`src/rtl/lcd_pkg.sv`:
```
// Shared state encodings and HD44780 command bytes for the LCD writer.
package lcd_pkg;

    // Sequencer states
    typedef enum logic [2:0] {
        StPowerup,
        StInit,
        StIdle,
        StCmdL1,
        StFetch,
        StChar,
        StCmdL2
    } lcd_state_e;

    // Byte transfer states
    typedef enum logic [1:0] {
        TxIdle,
        TxSetup,
        TxEn,
        TxWait
    } tx_state_e;

    localparam logic [7:0] FUNC_SET = 8'h38;
    localparam logic [7:0] DISP_ON  = 8'h0C;
    localparam logic [7:0] ENTRY    = 8'h06;
    localparam logic [7:0] CLEAR    = 8'h01;
    localparam logic [7:0] LINE1    = 8'h80;
    localparam logic [7:0] LINE2    = 8'hC0;

    // Power-on command sequence, indexed 0..3
    function automatic logic [7:0] init_cmd(input logic [1:0] idx);
        logic [7:0] cmd;
        case (idx)
            2'd0:    cmd = FUNC_SET;
            2'd1:    cmd = DISP_ON;
            2'd2:    cmd = ENTRY;
            default: cmd = CLEAR;
        endcase
        return cmd;
    endfunction

endpackage

```
`src/rtl/lcd_byte_tx.sv`:
```
// One HD44780 write: 1 setup clock, EN_CYC clocks of enable, then a settle wait.
// Data and rs stay latched until the next transfer is started.
module lcd_byte_tx
    import lcd_pkg::*;
#(
    parameter int unsigned EN_CYC     = 12,
    parameter int unsigned BYTE_WAIT  = 2500,
    parameter int unsigned CLEAR_WAIT = 82000
) (
    input  logic       clock,
    input  logic       reset_n,
    input  logic       go,
    input  logic       rs,
    input  logic [7:0] tx_byte,
    input  logic       long_wait,
    output logic       done,
    output logic [7:0] lcd_data,
    output logic       lcd_rs,
    output logic       lcd_en
);

    localparam int unsigned MaxAb  = (EN_CYC > BYTE_WAIT) ? EN_CYC : BYTE_WAIT;
    localparam int unsigned MaxCyc = (MaxAb > CLEAR_WAIT) ? MaxAb : CLEAR_WAIT;
    localparam int unsigned CntW   = $clog2(MaxCyc + 1);

    localparam logic [CntW-1:0] EnLast    = CntW'(EN_CYC - 1);
    localparam logic [CntW-1:0] ByteLast  = CntW'(BYTE_WAIT - 1);
    localparam logic [CntW-1:0] ClearLast = CntW'(CLEAR_WAIT - 1);

    tx_state_e       state_q, state_d;
    logic [CntW-1:0] cnt_q, cnt_d;
    logic [7:0]      data_q, data_d;
    logic            rs_q, rs_d;
    logic            long_q, long_d;
    logic [CntW-1:0] wait_last;

    assign wait_last = long_q ? ClearLast : ByteLast;

    // Next-state: latch the byte on go, then step setup -> enable -> wait
    always_comb begin
        state_d = state_q;
        cnt_d   = cnt_q;
        data_d  = data_q;
        rs_d    = rs_q;
        long_d  = long_q;
        done    = 1'b0;
        unique case (state_q)
            TxIdle: begin
                if (go) begin
                    data_d  = tx_byte;
                    rs_d    = rs;
                    long_d  = long_wait;
                    cnt_d   = '0;
                    state_d = TxSetup;
                end
            end
            TxSetup: begin
                cnt_d   = '0;
                state_d = TxEn;
            end
            TxEn: begin
                if (cnt_q == EnLast) begin
                    cnt_d   = '0;
                    state_d = TxWait;
                end else begin
                    cnt_d = cnt_q + 1'b1;
                end
            end
            TxWait: begin
                if (cnt_q == wait_last) begin
                    done    = 1'b1;
                    cnt_d   = '0;
                    state_d = TxIdle;
                end else begin
                    cnt_d = cnt_q + 1'b1;
                end
            end
            default: state_d = TxIdle;
        endcase
    end

    // State register with synchronous active-low reset
    always_ff @(posedge clock) begin
        if (!reset_n) begin
            state_q <= TxIdle;
            cnt_q   <= '0;
            data_q  <= 8'h00;
            rs_q    <= 1'b0;
            long_q  <= 1'b0;
        end else begin
            state_q <= state_d;
            cnt_q   <= cnt_d;
            data_q  <= data_d;
            rs_q    <= rs_d;
            long_q  <= long_d;
        end
    end

    assign lcd_data = data_q;
    assign lcd_rs   = rs_q;
    assign lcd_en   = (state_q == TxEn);

endmodule

```
`src/rtl/lcd_writer.sv`:
```
// Sequences power-up, LCD init and full 2x16 redraws from the phrase ROM.
module lcd_writer
    import lcd_pkg::*;
#(
    parameter int unsigned POWERUP_CYC = 750000,
    parameter int unsigned EN_CYC      = 12,
    parameter int unsigned BYTE_WAIT   = 2500,
    parameter int unsigned CLEAR_WAIT  = 82000
) (
    input  logic       clock,
    input  logic       reset_n,
    input  logic       start,
    input  logic [7:0] phrase,
    output logic [4:0] addr,
    output logic [7:0] lcd_data,
    output logic       lcd_rs,
    output logic       lcd_rw,
    output logic       lcd_en,
    output logic       busy
);

    localparam int unsigned    PuW    = $clog2(POWERUP_CYC + 1);
    localparam logic [PuW-1:0] PuLast = PuW'(POWERUP_CYC - 1);

    lcd_state_e     state_q, state_d;
    logic [PuW-1:0] pu_cnt_q, pu_cnt_d;
    logic [1:0]     init_idx_q, init_idx_d;
    logic [4:0]     addr_q, addr_d;
    logic [7:0]     char_q, char_d;
    logic           issued_q, issued_d;
    logic           pending_q, pending_d;

    logic           sending;
    logic           go;
    logic           tx_rs;
    logic [7:0]     tx_byte;
    logic           long_wait;
    logic           tx_done;

    // Next-state and byte-transfer requests; each send state issues exactly one go
    always_comb begin
        state_d    = state_q;
        pu_cnt_d   = pu_cnt_q;
        init_idx_d = init_idx_q;
        addr_d     = addr_q;
        char_d     = char_q;
        issued_d   = issued_q;
        pending_d  = pending_q | (start & (state_q != StIdle));
        sending    = 1'b0;
        go         = 1'b0;
        tx_rs      = 1'b0;
        tx_byte    = 8'h00;
        long_wait  = 1'b0;
        unique case (state_q)
            StPowerup: begin
                if (pu_cnt_q == PuLast) begin
                    pu_cnt_d = '0;
                    state_d  = StInit;
                end else begin
                    pu_cnt_d = pu_cnt_q + 1'b1;
                end
            end
            StInit: begin
                sending   = 1'b1;
                tx_byte   = init_cmd(init_idx_q);
                long_wait = (tx_byte == CLEAR);
                if (tx_done) begin
                    if (init_idx_q == 2'd3) begin
                        init_idx_d = 2'd0;
                        state_d    = StCmdL1;
                    end else begin
                        init_idx_d = init_idx_q + 2'd1;
                    end
                end
            end
            StIdle: begin
                if (start || pending_q) begin
                    pending_d = 1'b0;
                    state_d   = StCmdL1;
                end
            end
            StCmdL1: begin
                sending = 1'b1;
                tx_byte = LINE1;
                addr_d  = 5'd0;
                if (tx_done) state_d = StFetch;
            end
            StFetch: begin
                // ROM output for addr is valid by the end of this clock
                char_d  = phrase;
                state_d = StChar;
            end
            StChar: begin
                sending = 1'b1;
                tx_rs   = 1'b1;
                tx_byte = char_q;
                if (tx_done) begin
                    if (addr_q == 5'd15) begin
                        addr_d  = 5'd16;
                        state_d = StCmdL2;
                    end else if (addr_q == 5'd31) begin
                        addr_d  = 5'd0;
                        state_d = StIdle;
                    end else begin
                        addr_d  = addr_q + 5'd1;
                        state_d = StFetch;
                    end
                end
            end
            StCmdL2: begin
                sending = 1'b1;
                tx_byte = LINE2;
                if (tx_done) state_d = StFetch;
            end
            default: state_d = StPowerup;
        endcase

        if (sending) begin
            go = !issued_q;
            if (tx_done) begin
                issued_d = 1'b0;
            end else if (go) begin
                issued_d = 1'b1;
            end
        end
    end

    // State register with synchronous active-low reset
    always_ff @(posedge clock) begin
        if (!reset_n) begin
            state_q    <= StPowerup;
            pu_cnt_q   <= '0;
            init_idx_q <= 2'd0;
            addr_q     <= 5'd0;
            char_q     <= 8'h00;
            issued_q   <= 1'b0;
            pending_q  <= 1'b0;
        end else begin
            state_q    <= state_d;
            pu_cnt_q   <= pu_cnt_d;
            init_idx_q <= init_idx_d;
            addr_q     <= addr_d;
            char_q     <= char_d;
            issued_q   <= issued_d;
            pending_q  <= pending_d;
        end
    end

    lcd_byte_tx #(
        .EN_CYC     (EN_CYC),
        .BYTE_WAIT  (BYTE_WAIT),
        .CLEAR_WAIT (CLEAR_WAIT)
    ) u_tx (
        .clock     (clock),
        .reset_n   (reset_n),
        .go        (go),
        .rs        (tx_rs),
        .tx_byte   (tx_byte),
        .long_wait (long_wait),
        .done      (tx_done),
        .lcd_data  (lcd_data),
        .lcd_rs    (lcd_rs),
        .lcd_en    (lcd_en)
    );

    assign addr   = addr_q;
    assign lcd_rw = 1'b0;
    assign busy   = (state_q != StIdle);

endmodule

```
`config.mk`:
```
export PLATFORM = sky130hd
export DESIGN_NAME = lcd_writer
export DESIGN_NICKNAME = d
export VERILOG_FILES = /design/src/rtl/lcd_pkg.sv /design/src/rtl/lcd_byte_tx.sv /design/src/rtl/lcd_writer.sv
export SDC_FILE = /design/constraint.sdc
export NUM_CORES = 1
export LEC_CHECK = 0
export BUFFER_PORTS_ARGS = -buffer_cell sky130_fd_sc_hd__buf_4
export CORE_AREA = 2 2 123 125
export CTS_CLUSTER_DIAMETER = 40
export DETAILED_ROUTE_END_ITERATION = 16
export DIE_AREA = 0 0 125 127
export PLACE_DENSITY = 0.43
export SETUP_SLACK_MARGIN = 0.2
export SYNTH_ARGS = -nofsm -noshare
export SYNTH_HDL_FRONTEND = slang
export SYNTH_SLANG_ARGS = --single-unit
```
`constraint.sdc`:
```
create_clock -name clock -period 5.3 [get_ports clock]
set_clock_uncertainty 0.1 [all_clocks]
set_input_delay 0.265 -clock clock [delete_from_list [all_inputs] [get_ports clock]]
set_output_delay 0.265 -clock clock [all_outputs]
set_load 0.05 [all_outputs]
```
---- After elaboration in Yosys (flattened, before gate mapping) ----
Index checks and enable logic that the tools add are counted.
Widths: inputs -> output; s select.
word-level totals
  output and inout port bits .............. 17
  bits in latches ......................... 0
  register bits ........................... 69
  bits in read-only memories .............. 0
  bits in writable memories ............... 0
  memories kept ........................... 0
  input bits .............................. 11
  logic and storage cells ................. 95
operators by class
  $mul .................................... 0
  bitwise operators ....................... 2
  add/sub/neg operators ................... 4
  shift operators ......................... 0
  div/mod/pow operators ................... 0
  muxes and demuxes ....................... 36
  magnitude comparators ................... 0
  equality and inequality tests ........... 28
  reductions and logical operators ........ 13
operator list
  cell                   count
  $mux 17                4
  $pmux 17 s4            1
  $pmux 8 s4             1
  $mux 3                 8
  $add 20x1->20 const B  1
  $eq 20x20->1 const B   1
  $mux 20                1
  $pmux 3 s6             1
  $pmux 6 s3             1
  $add 17x1->17 const B  1
  $eq 17x17->1           1
  $eq 17x4->1 const B    1
  $mux 5                 3
  $ne 2x2->1 const B     6
  $pmux 5 s2             1
  $eq 3x3->1 const B     3
  $mux 1                 9
  $eq 2x2->1 const B     4
  $eq 8x1->1 const B     1
  $mux 2                 4
  $mux 8                 1
  $pmux 2 s4             1
  $eq 3x2->1 const B     2
  $ne 2x1->1 const B     3
  other kinds (19)       23

---- Longest topological paths before layout ----
Gate-level depths: netlist of run 1.
  word-level depth ........................ 6
  mapped depth ............................ 9
  gate-level depth less buffers ........... 8

---- Hierarchy ----
A second synthesis of run 1 with hierarchy kept.
second synthesis, totals
  cell total of the unflattened synthesis .. 442
  area total of the unflattened synthesis .. 3,666.0 sq um
by module, submodules not included
  module       sequential area each (sq um)  area an instance (sq um)  instances  cells an instance
  lcd_writer   800.8                         2,159.6                   1          260
  lcd_byte_tx  580.6                         1,506.4                   1          182

---- Least setup slack after synthesis of run 1 ----
No wires, ideal clock.
  path type ............................... reg2reg
  start ................................... register u_tx.cnt_q[2]
  end ..................................... register addr_q[3] (netlist: addr[3])
  stages on the path, launching flop included .. 7
  data required time ...................... 5.072 ns
  arrival time ............................ 2.090 ns
  clock period less this slack ............ 2.318 ns
  path buffers ............................ 0
  setup slack ............................. 2.982 ns
  cell sequence ........................... dfxtp_1 > or3_1 > or4_4 > a2111oi_2 > o21ai_2 > a221oi_2 > nor2_1
on the way
  longest elaborated chain between the ends .. 5
RTL lines
  what                               line               RTL
  start: declaration                 lcd_byte_tx.sv:31  logic [CntW-1:0] cnt_q, cnt_d;
  start signal: assignment           lcd_byte_tx.sv:92  cnt_q <= cnt_d;
  $eq 17x17->1                       lcd_byte_tx.sv:70  if (cnt_q == wait_last) begin
  $mux 1                             lcd_byte_tx.sv:70
  $mux 1                             lcd_byte_tx.sv:47  unique case (state_q)
  $ne 2x2->1 (no source line)        n/a
  $reduce_and 2->1 (no source line)  n/a
  end signal: assignment             lcd_writer.sv:142  addr_q <= addr_d;
  end: declaration                   lcd_writer.sv:28   logic [4:0] addr_q, addr_d;
No other way between the ends.
A chain may end at the register's enable or synchronous reset.

---- Worst setup path in the final report of run 1 ----
  start ................................... register state_q[2]
  end ..................................... register u_tx.cnt_q[15]
on the way
  longest elaborated chain between the ends .. 5
  elaborated cells on any way between the ends .. 8
  classes of those cells .................. 5 x eq/ne; 2 x mux; 1 x reduce/logical
RTL lines
  what                                  line               RTL
  start: declaration                    lcd_writer.sv:25   lcd_state_e state_q, state_d;
  start signal: assignment              lcd_writer.sv:131  state_q <= StPowerup;
  start signal: assignment              lcd_writer.sv:139  state_q <= state_d;
  $eq 3x3->1 (tied with other cells)    lcd_writer.sv:54   unique case (state_q)
  $reduce_or 4->1 (no source line) (*)  n/a
  $mux 1 (*)                            lcd_writer.sv:54
  $mux 1 (*)                            lcd_writer.sv:118  if (sending) begin
  $ne 2x2->1 (no source line) (*)       n/a
Mark *: on every way between the ends. The rest lies on a longest branch, timed or not.

==> run metrics, run 1 <==
Post-synth top flop=dfxtp_1; count of pins over their slew limit=0; Synth Warn #=0; maximum clock frequency=367 MHz; # nets final=462; antenna fix cells=0; CP Max Fanout=23; die area=15900 um^2; H-tree depth=3; Core ar.=14400 um^2; critical path startpoint category=flip-flop; Synth async-reset ratio=0%; register area share after synthesis=38.6%; Hold Path Origin=phrase[2]; fin area=4170 um^2; Clock power frac=47.8%; RSZ-0062 raised after global routing=no; NetSw=0.000282 W; Clock Tree Buf Depth=2; Cell Rows=44; Die W=125 um; HP Class=input pin to flip-flop; Synth Instances=418; Post-Synth Adder-Cell Area=5.25%; VDD IR-drop max=0.136 mV; global-route wire length before repair=14.0 mm; combinational power share=5.8%; top cells by area, synth=dfxtp_1, nor2_1, ha_1, xor2_1, nand2_1; Cell Int Power=0.000862 W; final hold violations=0; hold slack=59.5 ps; most frequent cell after synthesis=dfxtp_1; CTS tree=done; Initial Utilization=24.8%; Mapped Area=3580 um^2; Die Y-Extent=127 um; largest net degree at the start of global routing=30; Post-synth top cells=dfxtp_1, nor2_1, nand2_1, a21oi_1, xor2_1; Root Buffer=clkbuf_16; worst path arrival time=2890 ps; Seq pwr share=46.4%; crit path launch=state_q[2]; post-synthesis compound-gate area fraction=12.0%; post-DR wirelength/cell=13.2 um; Synth Net Count=444; max_cap viols=0; IO Pins=28; total gr overflow=0; final wirelength=8.25 mm; post-route ant nets=0; drt initial violations=156; Fillers=1577; initial antenna violation count=0; post-synth top area cell=dfxtp_1; fin crit period=2720 ps; post-synthesis mux area share=3.64%; critical path required time=5460 ps; EDFF count, synth=0; register area=1380 um^2; Sum Neg Setup Slack=0 ps; CTS Buf Count=9; iteration count of the initial detailed-routing pass=4; TritonCTS Sinks=69; kind of critical path=flip-flop to flip-flop; simple-gate share of the synthesized area=28.8%; hold buffers post-CTS=0; P_leak=1.47 nW; Yosys top cell area share=38.6%; Synth cell types=62; FF-to-FF Start=state_q[2]; Net Sw Frac=24.6%; Setup Viol. Count Final=0; Worst-Skew Late Latency=340 ps; drt via density=4.64; Critical Path End Type=flip-flop; vias=2898; status=completed; gpl congestion=0.740; post-layout power=0.00114 W; Mapped Avg Cell Area=8.56 um^2; pwr/cell area=274 nW/um^2; Clk pin slew, worst setup/hold paths=60 ps; Tcrit/Tclk final=51.4%; largest family of logic cells by synthesized area=simple AND/OR/NAND/NOR gates; Slew Limit Headroom=34.9%; Area Overhead vs Synth=16.5%; actual slew at the worst max-slew pin=973 ps; GRT Total Usage=11.0%; share of cells above drive strength 1=13.2%; PortBufs=26; Placed Area=3900 um^2; Synth Register Bits=69; Synth Area in XOR/XNOR=7.59%; Post-CTS Setup Bufs=0; HPWL Detailed=5.76 mm; vias in the first global route=2798; Multi-input gate area=2050 um^2; DRC=0; post_cts resized=0
worst max-delay path: stages (launching register included):
cell and delay [ps]:
dfxtp_1 860, and3b_1 310, o21bai_1 120, and2_1 370
or4_1 570, a21o_1 180, a21oi_1 130
state kept, by name, indices dropped and copies added, names as in the netlist:
signal / flops
pu_cnt_q: 20
state_q: 3
pending_q: 1
u_tx.long_q: 1
u_tx.lcd_rs: 1
u_tx.state_q: 2
char_q: 8
init_idx_q: 2
u_tx.lcd_data: 8
addr: 5
u_tx.cnt_q: 17
issued_q: 1
final cells by class:
cell class / count / share of cell area, %
Clock buffer: 10 / 5.49
Clock inverter: 5 / 0.900
Inverter: 9 / 0.810
Multi-Input combinational cell: 320 / 49.3
Sequential cell: 69 / 33.1
Tap cell: 184 / 5.52
Timing Repair Buffer: 27 / 4.86
stage by stage:
step           worst slack [ps]  util [%]  std cells
6_report                   2580      28.9        624
5_1_grt                    2360      28.9        624
4_1_cts                    2550      28.9        624
3_5_place_dp               2570      27.1        609
3_3_place_gp               2560      27.1        609
2_1_floorplan              2980         -        418
cell usage in the layout (no fill, tap or decap), types with 6 or more instances in the layout:
cell / n
o21ai_0: 10
nand2_1: 38
nand3_1: 18
nor3_1: 13
and3_1: 7
ha_1: 15
mux2i_1: 13
xor2_1: 20
dfxtp_1: 69
buf_4: 27
nor2_1: 61
a21oi_1: 21
clkbuf_16: 9
or3_1: 6
inv_1: 9
xnor2_1: 11
nand4_1: 12
per-layer routing:
layer / global-route usage [%] / share of wire, %
met1: 14.2 / 50
met2: 17.3 / 46
met4: 4.77 / 1.9
met3: 2.93 / 2.2
met5: 0 / 0
power by group through the flow:
stage | combinational [W] | clock, W | sequential (W)
floorplan | 0.0000502 | 0 | 0.000541
global route | 0.0000738 | 0.000592 | 0.000531
global placement | 0.0000668 | 0 | 0.000542
CTS | 0.0000672 | 0.000570 | 0.000531
finish | 0.0000662 | 0.000547 | 0.000531
detailed placement | 0.0000668 | 0 | 0.000542
kinds of logic (layout without fill, tap and decap cells):
kind of cell | count (synthesis) | count (layout)
buffers and inverters | 29 | 51
other | 1 | 1
AOI/OAI and AO/OA | 59 | 59
xor gates and xnor gates | 31 | 31
DFF | 69 | 69
and+or+nand+nor | 201 | 201
adders and majority gates | 15 | 15
muxes | 13 | 13
final timing paths:
kind,to,slack (ps),cells after the start
worst max-delay path,u_tx.cnt_q[15],2580,6
worst min-delay path,char_q[2],60,3
worst max register to register,u_tx.cnt_q[15],2580,6
worst min register to register,pu_cnt_q[1],370,2
Power figures use the tool's default switching activity.
==> run 2: changes to the inputs <==
- ABC_AREA: not set -> 1
- CORE_AREA: 2 2 123 125 -> 2 2 126 128
- DIE_AREA: 0 0 125 127 -> 0 0 128 130
- PLACE_DENSITY: 0.43 -> 0.44
- clock period: 5.3 -> 2.4 ns (I/O delays scaled with it)
==> run 2 against run 1 <==
Effect of this change: maximum frequency up 40%; power increased to 3.7 times the previous value; worst setup slack got worse by 2100 ps; critical path type unchanged; combinational power rose to 22 times the previous value; die area up 4.8%; flip-flop and latch count is the same; wire length increased by 16%; critical path depth up 4; core utilization rose by 0.80 points; hold slack gained 3.6 ps; final area increased by 9.9%.
==> run metrics, run 2 <==
HPWL Detailed=7.20 mm (+25%); HP Class=input pin to flip-flop; CTS tree=done; maximum clock frequency=516 MHz (+40%); placed insts=743 (+22%); Area Overhead vs Synth=21.5%; Mapped Area=3770 um^2 (+5.4%); kind of critical path=flip-flop to flip-flop; status=completed; die area=16600 um^2 (+4.8%); commonest non-fill, non-tap cell in the layout=nand2_1; Initial Utilization=24.4% (-0.35 points); # nets final=597 (+29%); Tcrit/Tclk final=80.8% (+29 points); most frequent cells in the layout=nand2_1, nor2_1, dfxtp_1; Die Y-Extent=130 um (+2.4%); initial antenna violation count=0 (unchanged); count of pins over their slew limit=0 (unchanged); Setup Viol. Count Final=0 (unchanged); total gr overflow=0 (unchanged); Synth Instances=530 (+27%); post-synth top area cell=dfxtp_1; EDFF count, synth=0 (unchanged); actual slew at the worst max-slew pin=579 ps (-394 ps); Post-synth top cells=nand2_1, nor2_1, dfxtp_1, inv_1, nand3_1; post-route ant nets=0 (unchanged); DRC=0 (unchanged); largest net degree at the start of global routing=20 (-33%); GRT Total Usage=12.3% (+1.3 points); Root Buffer=clkbuf_16; PortBufs=26 (unchanged); H-tree depth=3 (unchanged); IO Pins=28 (unchanged); share of cells above drive strength 1=13.9% (+0.71 points); post-layout power=0.00423 W (+270%); critical path startpoint category=flip-flop; Yosys top cell area share=36.6% (-2.0 points); max reg flops=20 (unchanged); P_leak=1.81 nW (+24%); Worst-Skew Late Latency=330 ps (about the same); Post-synth top flop=dfxtp_1; pwr/cell area=924 nW/um^2 (+240%); final hold violations=0 (unchanged); Synth Net Count=556 (+25%); Synth async-reset ratio=0% (unchanged); final wirelength=9.57 mm (+16%); vias=3411 (+18%); most frequent cell after synthesis=nand2_1; top cells by area, synth=dfxtp_1, nand2_1, nor2_1, nand3_1, ha_1; Critical Path End Type=flip-flop; Final Non-Filler Cells=768 (+23%); Synth Warn #=0 (unchanged); global-route wire length before repair=16.4 mm (+17%); max_cap viols=0 (unchanged); Die W=128 um (+2.4%); TritonCTS Sinks=69 (unchanged); Cell Rows=46 (+4.5%); Clk pin slew, worst setup/hold paths=60 ps (about the same); Most flops, register=pu_cnt_q; Clock Tree Buf Depth=2 (unchanged); Mapped Avg Cell Area=7.12 um^2 (-17%); vias in the first global route=3439 (+23%); gpl congestion=0.864 (+17%); Sum Neg Setup Slack=0 ps (unchanged); drt via density=4.44 (-4.4%); antenna fix cells=0 (unchanged); RSZ-0062 raised after global routing=no; post-DR wirelength/cell=12.5 um (-5.8%); Core ar.=15400 um^2 (+6.9%); VDD IR-drop max=0.400 mV (+190%); worst path arrival time=2060 ps (-830 ps); fin crit period=1940 ps (-782 ps); critical path required time=2520 ps (-2940 ps); Slew Limit Headroom=61.2% (+26 points); CP Max Fanout=6 (-74%); iteration count of the initial detailed-routing pass=4 (unchanged); CTS Buf Count=9 (unchanged); register area share after synthesis=36.6% (-2.0 points); Post-CTS Setup Bufs=0 (unchanged); largest registers=pu_cnt_q: 20 flops, u_tx.cnt_q: 17 flops; drt initial violations=194 (+24%); Core Util, Final=29.7% (+0.80 points); Synth cell types=39 (-37%); Synth Register Bits=69 (unchanged)
run 2: final timing paths:
kind | start | to | slack [ps] | cells past startpoint
setup / recovery | pu_cnt_q[0] | pu_cnt_q[9] | 460 | 10
hold / removal | reset_n | state_q[1] | 60 | 3
setup reg to reg | pu_cnt_q[0] | pu_cnt_q[9] | 460 | 10
hold reg to reg | u_tx.lcd_data[3] | u_tx.lcd_data[3] | 370 | 2
run 2: worst max-delay path, stage by stage (launching register included):
cell,delay (ps)
dfxtp_1,370
ha_1,180
nand2_1,60
nor2_1,220
inv_1,70
nor2_1,120
nand3_1,190
o21ai_4,260
inv_1,120
o21ai_0,90
a21oi_1,50
run 2: layout make-up:
class / count / area [um^2]
timing repair buffer: 40 / 323
inverter: 55 / 206
sequential: 69 / 1380
clock inverter: 4 / 72.6
tap: 192 / 240
multi-input combinational: 396 / 2120
fill: 1703 / 10800
clock buffer: 12 / 236
run 2: report_power, final:
part | switching [W] | internal (W)
Combinational | 0.00102 | 0.000437
Sequential | 0.000109 | 0.00127
Clock | 0.000486 | 0.000909
Total | 0.00161 | 0.00262
run 2: kinds of logic (layout without fill, tap and decap cells):
family	after synthesis	after routing	synth area share [%]
buf+inv	65	111	7.37
xor+xnor	18	18	4.18
fa+ha+maj	15	15	4.98
compound gates	59	59	8.89
other cells	1	1	0.0994
flops	69	69	36.6
simple gates	303	303	37.9
run 2: stage by stage:
step | worst slack, ps | hold WS (ps) | area, um^2
after floorplan | 485 | 155 | 3770
after global placement | 435 | 244 | 4170
after detailed placement | 411 | 249 | 4170
after CTS | 396 | 45.9 | 4570
after global routing | 205 | 74.4 | 4580
final | 460 | 63.1 | 4580
run 2: layer usage:
layer | track usage, % | vias up | wire length (um)
met4 | 4.59 | 0 | 166
met5 | 0 | - | 0
met3 | 3.03 | 11 | 285
met1 | 14.6 | 1564 | 4450
met2 | 21.5 | 42 | 4670
li1 | - | 1794 | -
run 2: repair_timing:
| item | in CTS | in global routing |
|---|---|---|
| resized for setup | 0 | 2 |
| endpoints found under the hold margin | 9 | 0 |
| hold buffers | 9 | 0 |
| setup endpoints to repair | 0 | 5 |
